$ cat config.mk
export PLATFORM = sky130hd
export DESIGN_NAME = conv3x3_mac
export DESIGN_NICKNAME = d
export VERILOG_FILES = /design/src/rtl/conv_pkg.sv /design/src/rtl/conv_window_reg.sv /design/src/rtl/conv3x3_mac.sv
export SDC_FILE = /design/constraint.sdc
export NUM_CORES = 1
export LEC_CHECK = 0
export CAP_MARGIN = 15
export CORE_ASPECT_RATIO = 0.75
export CORE_MARGIN = 2
export CORE_UTILIZATION = 40
export DETAILED_ROUTE_END_ITERATION = 6
export PLACE_DENSITY_LB_ADDON = 0.05
export SETUP_SLACK_MARGIN = 0.02
export SLEW_MARGIN = 40
export SYNTH_ARGS = -nofsm -noshare
export SYNTH_HDL_FRONTEND = slang
export SYNTH_SLANG_ARGS = --single-unit
$ cat constraint.sdc
create_clock -name clk -period 6.9 [get_ports clk]
set_input_delay 1.035 -clock clk [delete_from_list [all_inputs] [get_ports clk]]
set_output_delay 1.035 -clock clk [all_outputs]
set_load 0.02 [all_outputs]
$ cat src/rtl/conv_pkg.sv
// Shared definitions for the 3x3 convolution MAC: data widths, tap count,
// FSM state encoding and the output clipping helper.
package conv_pkg;

   localparam int unsigned PIX_W   = 8;
   localparam int unsigned COEF_W  = 8;
   localparam int unsigned NTAPS   = 9;
   localparam int unsigned PROD_W  = PIX_W + 1 + COEF_W;  // zero-extended pixel times coefficient
   localparam int unsigned TAP_W   = 4;
   localparam int          PIX_MAX = (1 << PIX_W) - 1;

   typedef enum logic [1:0] {
      StIdle = 2'd0,
      StMac  = 2'd1,
      StNorm = 2'd2,
      StDone = 2'd3
   } conv_state_e;

   // Saturate a signed value into the unsigned pixel range.
   function automatic logic [PIX_W-1:0] clip_pix(input logic signed [31:0] v);
      logic [PIX_W-1:0] res;
      if (v < 0) begin
         res = '0;
      end else if (v > PIX_MAX) begin
         res = '1;
      end else begin
         res = v[PIX_W-1:0];
      end
      return res;
   endfunction

endpackage

$ cat src/rtl/conv_window_reg.sv
// 9-entry pixel window shift register. Entry 0 is the oldest pixel
// (top-left of the window); new pixels enter at entry 8.
import conv_pkg::*;

module conv_window_reg (
   input  logic                        clk,
   input  logic                        rst_n,
   input  logic                        shift_i,
   input  logic                        hold_i,
   input  logic [PIX_W-1:0]            pix_i,
   output logic [NTAPS-1:0][PIX_W-1:0] win_o
);

   logic [NTAPS-1:0][PIX_W-1:0] win_d, win_q;

   // Shift towards entry 0 when enabled and not frozen by a running job.
   always_comb begin
      win_d = win_q;
      if (shift_i && !hold_i) begin
         for (int i = 0; i < NTAPS - 1; i++) begin
            win_d[i] = win_q[i+1];
         end
         win_d[NTAPS-1] = pix_i;
      end
   end

   // Window state register.
   always_ff @(posedge clk or negedge rst_n) begin
      if (!rst_n) begin
         win_q <= '0;
      end else begin
         win_q <= win_d;
      end
   end

   assign win_o = win_q;

endmodule

$ cat src/rtl/conv3x3_mac.sv
// 3x3 convolution: one tap multiply-accumulate per cycle over a pixel window,
// then arithmetic shift and clip to an 8-bit pixel with a four-phase
// start/done handshake.
// Optional feature: define CONV_ABS_EN to normalise the accumulator magnitude
// (edge-strength output) instead of clipping negative results to zero.
import conv_pkg::*;

module conv3x3_mac #(
   parameter int unsigned SHIFT = 4,
   parameter int unsigned ACC_W = 20
) (
   input  logic              clk,
   input  logic              rst_n,
   input  logic              shift_right,
   input  logic [PIX_W-1:0]  pix_in,
   input  logic              start_conv,
   input  logic              k_we,
   input  logic [TAP_W-1:0]  k_addr,
   input  logic [COEF_W-1:0] k_data,
   output logic              done_conv,
   output logic [PIX_W-1:0]  pix_out,
   output logic              busy
);

   conv_state_e                  state_d, state_q;
   logic [TAP_W-1:0]             t_d, t_q;
   logic signed [ACC_W-1:0]      acc_d, acc_q;
   logic [PIX_W-1:0]             pix_out_d, pix_out_q;
   logic [NTAPS-1:0][COEF_W-1:0] k_d, k_q;
   logic [NTAPS-1:0][PIX_W-1:0]  win;

   logic signed [PIX_W:0]        pix_s;
   logic signed [COEF_W-1:0]     coef_s;
   logic signed [PROD_W-1:0]     prod;
   logic signed [ACC_W-1:0]      prod_ext;
   logic signed [ACC_W-1:0]      mag;
   logic signed [ACC_W-1:0]      r;
   logic signed [31:0]           r_ext;

   assign busy      = (state_q != StIdle);
   assign done_conv = (state_q == StDone);
   assign pix_out   = pix_out_q;

   conv_window_reg u_window (
      .clk     (clk),
      .rst_n   (rst_n),
      .shift_i (shift_right),
      .hold_i  (busy),
      .pix_i   (pix_in),
      .win_o   (win)
   );

   // Kernel tap update; out-of-range addresses and writes during a job are dropped.
   always_comb begin
      k_d = k_q;
      if (k_we && !busy) begin
         for (int i = 0; i < NTAPS; i++) begin
            if (k_addr == TAP_W'(i)) begin
               k_d[i] = k_data;
            end
         end
      end
   end

   // Current tap product and the normalised/clipped result of the accumulator.
   always_comb begin
      pix_s    = $signed({1'b0, win[t_q]});
      coef_s   = $signed(k_q[t_q]);
      prod     = pix_s * coef_s;
      prod_ext = {{(ACC_W-PROD_W){prod[PROD_W-1]}}, prod};
`ifdef CONV_ABS_EN
      mag      = acc_q[ACC_W-1] ? -acc_q : acc_q;
`else
      mag      = acc_q;
`endif
      r        = mag >>> SHIFT;
      r_ext    = {{(32-ACC_W){r[ACC_W-1]}}, r};
   end

   // Job sequencing: clear, nine MAC taps, normalise, then hold until start drops.
   always_comb begin
      state_d   = state_q;
      t_d       = t_q;
      acc_d     = acc_q;
      pix_out_d = pix_out_q;
      unique case (state_q)
         StIdle: begin
            if (start_conv) begin
               state_d = StMac;
               t_d     = '0;
               acc_d   = '0;
            end
         end
         StMac: begin
            acc_d = acc_q + prod_ext;
            if (t_q == TAP_W'(NTAPS - 1)) begin
               state_d = StNorm;
               t_d     = '0;
            end else begin
               t_d = t_q + 1'b1;
            end
         end
         StNorm: begin
            pix_out_d = clip_pix(r_ext);
            state_d   = StDone;
         end
         StDone: begin
            if (!start_conv) begin
               state_d = StIdle;
            end
         end
         default: state_d = StIdle;
      endcase
   end

   // Control, datapath and kernel registers.
   always_ff @(posedge clk or negedge rst_n) begin
      if (!rst_n) begin
         state_q   <= StIdle;
         t_q       <= '0;
         acc_q     <= '0;
         pix_out_q <= '0;
         k_q       <= '0;
      end else begin
         state_q   <= state_d;
         t_q       <= t_d;
         acc_q     <= acc_d;
         pix_out_q <= pix_out_d;
         k_q       <= k_d;
      end
   end

endmodule

Yosys cells after proc, flatten, opt, wreduce, memory -nomap -nowiden
Cells that the tools add are included.

Register bits: 178. Word-level logic and storage cells: 76.

Add/subtract/negate cells: 2. Multiply operators: 1. $lt $le $gt $ge: 3. Equality and inequality tests: 15. Mux-type cells: 15. Reductions and logical operators: 18.

Operators by type and width (number): $bmux 8 s4 (2); $pmux 20 s2 (1); $mux 8 (4); $add 20x17->20 (1); $mux 20 (1); $reduce_and 2->1 (10); $mul 9x8->17 (1); $eq 4x3->1 const B (4); $gt 16x9->1 const B (1); $lt 16x1->1 const B (1); $eq 4x2->1 const B (2); $eq 4x4->1 const B (2); $mux 4 (2); $pmux 2 s4 (1); $pmux 4 s2 (1); $mux 2 (3); $ne 2x2->1 const B (3); $lt 4x5->1 const B (1); $add 4x1->4 const B (1); $eq 2x2->1 const B (2); $eq 4x1->1 const B (1); $logic_not 4->1 (1); $reduce_bool 2->1 (2); $reduce_and 3->1 (1); 4 further kinds (5).

Longest topological paths before layout
Gate-level depths: netlist of run 1.

Depth after elaboration: 5. Depth in mapped cells: 25. Depth with buffers taken out: 23.

Hierarchy
Synthesis of run 1 repeated with hierarchy kept, for this count alone.

Cell total of the unflattened synthesis: 865. Area, all modules: 11245.8 um2.

Modules (own cells, without submodules): conv3x3_mac (instances 1, cells an instance 712, area an instance 8196.6 um2); conv_window_reg (instances 1, cells an instance 153, area an instance 3049.2 um2).

Worst setup path after synthesis of run 1
Ideal clock, no wire load.

Path type: reg-to-reg. From: register t_q[0]. To: register acc_q[17]. Library setup time: 126 ps. Arrival time: 5962 ps. Data required time: 6774 ps. Path slack: 812 ps. Stages on the path, launching flop included: 21. Buffers on the path: 2. Clock period less this slack: 6088 ps. Cell sequence: dfrtp_1 -> buf_6 -> buf_6 -> mux4_1 -> mux2i_1 -> nor2_1 -> a21oi_1 -> nand2_1 -> fa_1 -> fa_1 -> inv_1 -> fa_1 -> fa_1 -> fa_1 -> ha_1 -> o21ai_0 -> nor2_1 -> o21ai_0 -> o311a_1 -> o2111a_1 -> a221o_1.

Word-level cells in the longest chain between the ends: 5. Elaborated cells between the ends (all ways): 7. Classes of those cells: 1 x add/sub; 1 x mul; 5 x mux.

RTL lines: start, declared (RTL line conv3x3_mac.sv:26) `logic [TAP_W-1:0] t_d, t_q;`; start signal, assigned (RTL line conv3x3_mac.sv:126) `t_q <= t_d;`; $bmux 8 s4, on equally long branches (RTL line conv3x3_mac.sv:67, conv3x3_mac.sv:68); $mux 8, on equally long branches (RTL line conv3x3_mac.sv:67, conv3x3_mac.sv:68); $mul 9x8->17 * (RTL line conv3x3_mac.sv:69) `prod = pix_s * coef_s;`; $add 20x17->20 * (RTL line conv3x3_mac.sv:95) `acc_d = acc_q + prod_ext;`; $pmux 20 s2 * (RTL line conv3x3_mac.sv:86) `unique case (state_q)`; end signal, assigned (RTL line conv3x3_mac.sv:121) `acc_q <= '0;`; end signal, assigned (RTL line conv3x3_mac.sv:127) `acc_q <= acc_d;`; end, declared (RTL line conv3x3_mac.sv:27) `logic signed [ACC_W-1:0] acc_d, acc_q;`.

Every way passes the cells marked *; elsewhere a longest branch is shown, timed or not. The select of a mux whose other input is x is not followed. A chain may end at the register's enable or synchronous reset.

Worst setup path after layout of run 1
Ends and elaborated chain as after synthesis.

==> results_dict.tcl, run 1 <==
set metrics [dict create \
    outcome "finished, violations left" \
    violations "design-rule violations" \
    endpoint_kind "register" \
    syn_inst 866 \
    chipHeight_um 147 \
    die_area_um2 28500 \
    synth_seq_area_share_pct 41.0 \
    hold_path_class "reg -> reg" \
    final.period_utilization_pct 93.4 \
    post_drt_wl_per_cell_um 18.7 \
    cp_cell_sequence "buf_4 -> mux4_1 -> mux2i_1 -> nor2_1 -> a21oi_1 -> buf_4 -> nor2_1 -> fa_1 -> inv_1 -> fa_1 -> inv_1 -> fa_1 -> fa_1 -> fa_1 -> ha_1 -> o21ai_0 -> nor2_1 -> o21ai_0 -> o311a_1 -> o2111a_1 -> a221o_1" \
    drc_errors 2 \
    viasPerCell 5.31 \
    powerDensity_nw_per_um2 543 \
    dp_hpwl_um 17500 \
    fin_util_pct 46.3 \
    postCtsHoldBufs 0 \
    postCtsSetupRepairBufs 0 \
    grt_usage_pct 17.9 \
    use_met2_pct 26.3 \
    cp_max_fo 14 \
    max-vdd-ir-drop_mv 0.212 \
    die_w_um 194 \
    path_class "reg -> reg" \
    cpMostUsedCell "fa_1" \
    synth_flop_cell "dfrtp_1" \
    htreeDepth 4 \
    drive_gt1_share_pct 27.2 \
    cts.reportedPaths.clkPinSlew_ns 0.08 \
    finalNetCount 1067 \
    busiest_layer "met1" \
    yosys_warnings 0 \
    syn_to_final_growth_pct 14.6 \
    synth_area_per_cell_um2 12.5 \
    startpoint "t_q[0]" \
    antenna_found_initial 0 \
    num_vias 6837 \
    wirelength_um 24100 \
    cts_tree "done" \
    synth_edf_count 0 \
    layout_commonest_cell "dfrtp_1" \
    ys_ff_latch 178 \
    cts_buffers 17 \
    io_pins 35 \
    root_buffer "clkbuf_16" \
    async_flop_share_pct 100 \
    arrival_ns 6.77 \
    hold_viol 0 \
    finalPower_mw 6.76 \
    place_ws_ns 0.339 \
    seqCellArea_um2 4460 \
    cp_data_required_time_ns 7.23 \
    ant_nets 0 \
    cts_sinks 178 \
    max_freq_mhz 155 \
    setup_slack_ns 0.458 \
    setup_tns_ns 0 \
    gr-total-overflow 0 \
    rsz0062_at_grt "no" \
    crit-reg2reg-launch "t_q[0]" \
    mostFrequentLayoutCells "dfrtp_1, mux2_2, inv_1" \
    fin_crit_ns 6.44 \
    port_buffers 34 \
    slew_violations 0 \
    syn_area_um2 10900 \
    n_antenna_cell 0 \
    finalSetupViolations 0 \
    drt_iter0_markers 298 \
    gp_congestion 0.810 \
    cts.path.max_buffers 2 \
    crit_path_start_kind "register" \
    multi_input_area_um2 6020 \
    met1_usage_pct 27.4 \
    fill_cells 2418 \
    core_um2 26900 \
    syn-num-nets 1008 \
    worstMarginPinSlew_ns 0.689 \
    slew_headroom_pct 54.0 \
    grt_pass1_vias 7094 \
    drtPass1Iterations 6 \
    leakagePower_nw 5.88 \
    max_cap_viol_count 0 \
    grt_max_degree 74 \
    grt_pass1_wl_um 39700 \
    clkLatencyLatePin_ns 0.44 \
    cpMaxStageDelayCell "dfrtp_4" \
    core.rowCount 52 \
    grt_use_met3_pct 3.63 \
    min_from "acc_q[7]" \
    ys_types 53 \
    start_util_pct 40.4 \
    max_stage_delay_ns 0.61 \
    worst_clock_skew_ns 0.0149 \
]
[synth_stat cells, types with 3 or more instances]
| library cell | count | area, um2 |
|---|---|---|
| mux2i_1 | 18 | 180 |
| mux4_2 | 19 | 428 |
| nand2b_1 | 12 | 75.1 |
| buf_2 | 5 | 25.0 |
| dfrtp_1 | 178 | 4450 |
| a211oi_1 | 3 | 22.5 |
| a21oi_1 | 22 | 110 |
| a22o_1 | 6 | 52.6 |
| o21a_1 | 4 | 30.0 |
| mux4_1 | 13 | 342 |
| fa_1 | 51 | 1020 |
| nand3_1 | 4 | 20.0 |
| o21ai_0 | 28 | 140 |
| nor2b_1 | 9 | 56.3 |
| xnor2_1 | 9 | 78.8 |
| clkbuf_1 | 15 | 56.3 |
| mux2_2 | 152 | 1710 |
| o31ai_1 | 6 | 45.0 |
| xor2_1 | 6 | 52.6 |
| nand2_1 | 52 | 195 |
| nor2_1 | 53 | 199 |
| a21oi_2 | 6 | 52.6 |
| o21ai_1 | 5 | 25.0 |
| ha_1 | 66 | 826 |
| nand3b_1 | 4 | 30.0 |
| inv_1 | 83 | 312 |
[final timing paths]
check / to / slack [ns] / depth (start not counted)
min in group asynchronous: u_window.win_o[71] / 0.49 / 1
max reg2reg: acc_q[17] / 0.46 / 21
max in group asynchronous: k_q[23] / 5.23 / 3
min: acc_q[7] / 0.48 / 2
min reg2reg: acc_q[7] / 0.48 / 2
max: acc_q[17] / 0.46 / 21
[power breakdown]
group / switching [mW] / internal (mW) / total [mW]
Sequential: 0.313 / 1.50 / 1.81
Combinational: 2.05 / 1.87 / 3.92
Clock: 0.431 / 0.590 / 1.02
[metrics by stage]
step | hold WS [ns] | cells | instance area [um2]
after floorplan | 0.449 | 866 | 10900
after global placement | 0.469 | 1256 | 11800
after detailed placement | 0.466 | 1256 | 11800
after CTS | 0.482 | 1286 | 12400
after global routing | 0.498 | 1287 | 12400
final | 0.479 | 1287 | 12400
[kinds of logic after synthesis]
kind of cell | count (synthesis) | share of synthesized area, %
AOI/OAI and AO/OA | 92 | 5.39
xor gates and xnor gates | 15 | 1.21
adders and majority gates | 117 | 17.0
buffers and inverters | 110 | 4.07
DFF | 178 | 41.0
muxes | 202 | 24.5
and+or+nand+nor | 152 | 6.84
[state kept, by name, summed over array words and instances, names as in the netlist]
signal / flops
k_q: 72
u_window.win_o: 72
acc_q: 20
pix_out: 8
t_q: 4
state_q: 2
[what timing repair did]
action | in CTS | in global routing
endpoints found under the setup margin | 0 | 5
resized for setup | 0 | 2
hold endpoints to repair | 0 | 0
[critical path: cells and delay by family (launching register included)]
family,cells,cell delay [ns]
buffers and inverters,4,0.50
AO/OA/AOI/OAI,6,1.32
AND/OR/NAND/NOR,3,0.32
flip-flops,1,0.61
adder cells (fa/ha/maj),6,2.87
multiplexers,2,0.73
[routing by layer]
| layer | share of wire, % | up-vias |
|---|---|---|
| met3 | 3.1 | 19 |
| met1 | 52 | 3577 |
| met2 | 44 | 87 |
| met5 | 0 | - |
| met4 | 1.0 | 0 |
| li1 | - | 3154 |
[layout make-up]
cell class | count | area share (%)
clock buffer | 19 | 3.64
clock inverter | 11 | 1.24
inverter | 84 | 2.53
multi-input combinational | 578 | 48.3
sequential | 178 | 35.8
tap | 351 | 3.53
timing repair buffer | 66 | 4.91
Power figures use the tool's default switching activity.
==> run 2, diff against run 1 <==
--- a/config.mk
+++ b/config.mk
@@ -8,9 +8,10 @@
 export CAP_MARGIN = 15
 export CORE_ASPECT_RATIO = 0.75
 export CORE_MARGIN = 2
-export CORE_UTILIZATION = 40
+export CORE_UTILIZATION = 45
 export DETAILED_ROUTE_END_ITERATION = 6
 export PLACE_DENSITY_LB_ADDON = 0.05
+export RECOVER_POWER = 50
 export SETUP_SLACK_MARGIN = 0.02
 export SLEW_MARGIN = 40
 export SYNTH_ARGS = -nofsm -noshare
==> run 2 against run 1 <==
Compared with the run above:
- the run ends with max-capacitance violations, max-slew violations left
- combinational power down 2%
- register-to-register slack worse by 0.09 ns
- sequential cell count unchanged
- first-iteration DRC count up 34%
- critical path type unchanged
==> results_dict.tcl, run 2 (synthesis gave the netlist of run 1 again) <==
set metrics [dict create \
    clkLatencyLatePin_ns 0.44 \
    port_buffers 34 \
    syn_to_final_growth_pct 13.0 \
    min_from "acc_q[7]" \
    cts.path.max_buffers 2 \
    max-vdd-ir-drop_mv 0.361 \
    crit-reg2reg-launch "t_q[0]" \
    violations "max-capacitance violations, max-slew violations" \
    layout_commonest_cell "dfrtp_1" \
    multi_input_area_um2 5990 \
    grt_pass1_vias 7237 \
    final_area_um2 12300 \
    startpoint "t_q[0]" \
    drc_errors 0 \
    die_w_um 183 \
    finalNetCount 1057 \
    max_cap_viol_count 2 \
    outcome "finished, violations left" \
    crit_path_start_kind "register" \
    cts_sinks 178 \
    arrival_ns 6.86 \
    root_buffer "clkbuf_16" \
    hold_path_class "reg -> reg" \
    ant_nets 0 \
    n_antenna_cell 0 \
    grt_pass1_wl_um 39100 \
    cp_max_fo 26 \
    p_clk_share_pct 15.1 \
    final.period_utilization_pct 94.6 \
    slew_headroom_pct -241 \
    viasPerCell 5.50 \
    rsz0062_at_grt "no" \
    finalSetupViolations 0 \
    num_vias 6782 \
    grt_use_met3_pct 4.25 \
    grt_usage_pct 20.0 \
    busiest_layer "met2" \
    core_um2 23800 \
    hold_viol 0 \
    drtPass1Iterations 5 \
    die_area_um2 25400 \
    core.rowCount 49 \
    p_seq_share_pct 27.2 \
    met1_usage_pct 29.7 \
    worst_clock_skew_ns 0.0102 \
    setup_tns_ns 0 \
    worstMarginPinSlew_ns 5.12 \
    start_util_pct 45.6 \
    gp_congestion 0.893 \
    dp_hpwl_um 16600 \
    max_freq_mhz 153 \
    seqCellArea_um2 4460 \
    gr-total-overflow 0 \
    cts_buffers 17 \
    p_comb_share_pct 57.8 \
    placed_cell_area_um2 11700 \
    slew_violations 104 \
    cts_tree "done" \
    grt_max_degree 95 \
    chipHeight_um 139 \
    drive_gt1_share_pct 26.2 \
    path_class "reg -> reg" \
    cts.reportedPaths.clkPinSlew_ns 0.07 \
    swShare_pct 41.3 \
    antenna_found_initial 0 \
    drt_iter0_markers 400 \
    cp_data_required_time_ns 7.23 \
    mostFrequentLayoutCells "dfrtp_1, mux2_2, inv_1" \
    io_pins 35 \
    leakagePower_nw 5.82 \
    intPower_mw 3.90 \
    powerDensity_nw_per_um2 541 \
    finalPower_mw 6.64 \
    fin_crit_ns 6.53 \
    use_met2_pct 29.9 \
    endpoint_kind "register" \
    htreeDepth 4 \
    wirelength_um 23500 \
    fill_cells 2056 \
    p_switching_mw 2.74 \
    post_drt_wl_per_cell_um 19.1 \
    postCtsSetupRepairBufs 0 \
]
[run 2: cell types whose count changed in the layout (fill, tap and decap cells not counted), sizes merged]
cell and change:
clkdlybuf4s50 -1, dlygate4sd3 +1, clkinv -1, buf -13, inv +1, clkbuf +6
bufinv -1
[run 2: stage by stage]
| step | cells | setup slack, ns | utilization, % | hold WS [ns] |
|---|---|---|---|---|
| 2_1_floorplan | 866 | 0.812 | - | 0.449 |
| 3_3_place_gp | 1202 | 0.351 | 48.9 | 0.468 |
| 3_5_place_dp | 1202 | 0.275 | 49.0 | 0.474 |
| 4_1_cts | 1234 | 0.252 | 51.5 | 0.490 |
| 5_1_grt | 1234 | 0.0381 | 51.5 | 0.512 |
| 6_report | 1234 | 0.373 | 51.5 | 0.487 |
[run 2: worst max-delay path, stage by stage (launching register included)]
cell and delay, ns:
dfrtp_4 0.57, buf_12 0.26, mux4_1 0.57, mux2i_1 0.15, nor2_1 0.06, a21oi_2 0.31, nor2_1 0.13, fa_1 0.55
inv_1 0.05, fa_1 0.48, inv_1 0.06, fa_1 0.50, fa_1 0.52, fa_1 0.49, ha_1 0.34, o21ai_0 0.10
nor2_1 0.19, o21ai_0 0.23, o311a_1 0.36, o2111a_1 0.23, a221o_1 0.26
[run 2: power by group through the flow]
stage | Combinational, mW | Clock, mW | Sequential (mW)
after floorplan | 2.97 | 0 | 1.72
after global placement | 3.80 | 0 | 1.78
after detailed placement | 3.87 | 0 | 1.82
after CTS | 3.90 | 1.03 | 1.80
after global routing | 4.37 | 1.07 | 1.86
final | 3.83 | 1.00 | 1.80
[run 2: worst paths after layout]
check,endpoint,slack (ns),cells past startpoint
max,acc_q[17],0.37,20
max in group asynchronous,k_q[66],1.56,2
min reg2reg,acc_q[7],0.49,2
min in group asynchronous,u_window.win_o[27],2.45,1
max reg2reg,acc_q[17],0.37,20
min,acc_q[7],0.49,2
[run 2: final cells by class]
cell class	instances	share of cell area [%]
clock buffers	22	3.95
multi-input cells	578	48.8
clock inverters	10	0.989
inverters	84	2.57
well taps	306	3.12
flip-flops and latches	178	36.3
repair buffers	56	4.25
[run 2: metal layers]
layer | vias up | share of wire [%]
met1 | 3534 | 50
li1 | 3124 | -
met2 | 110 | 45
met3 | 14 | 4.0
met5 | - | 0
met4 | 0 | 0.91
[run 2: what timing repair did]
item / in CTS / in global routing
hold buffers: 0 / 0
hold endpoints to repair: 0 / 0
endpoints found under the setup margin: 0 / 4
resized for setup: 0 / 2
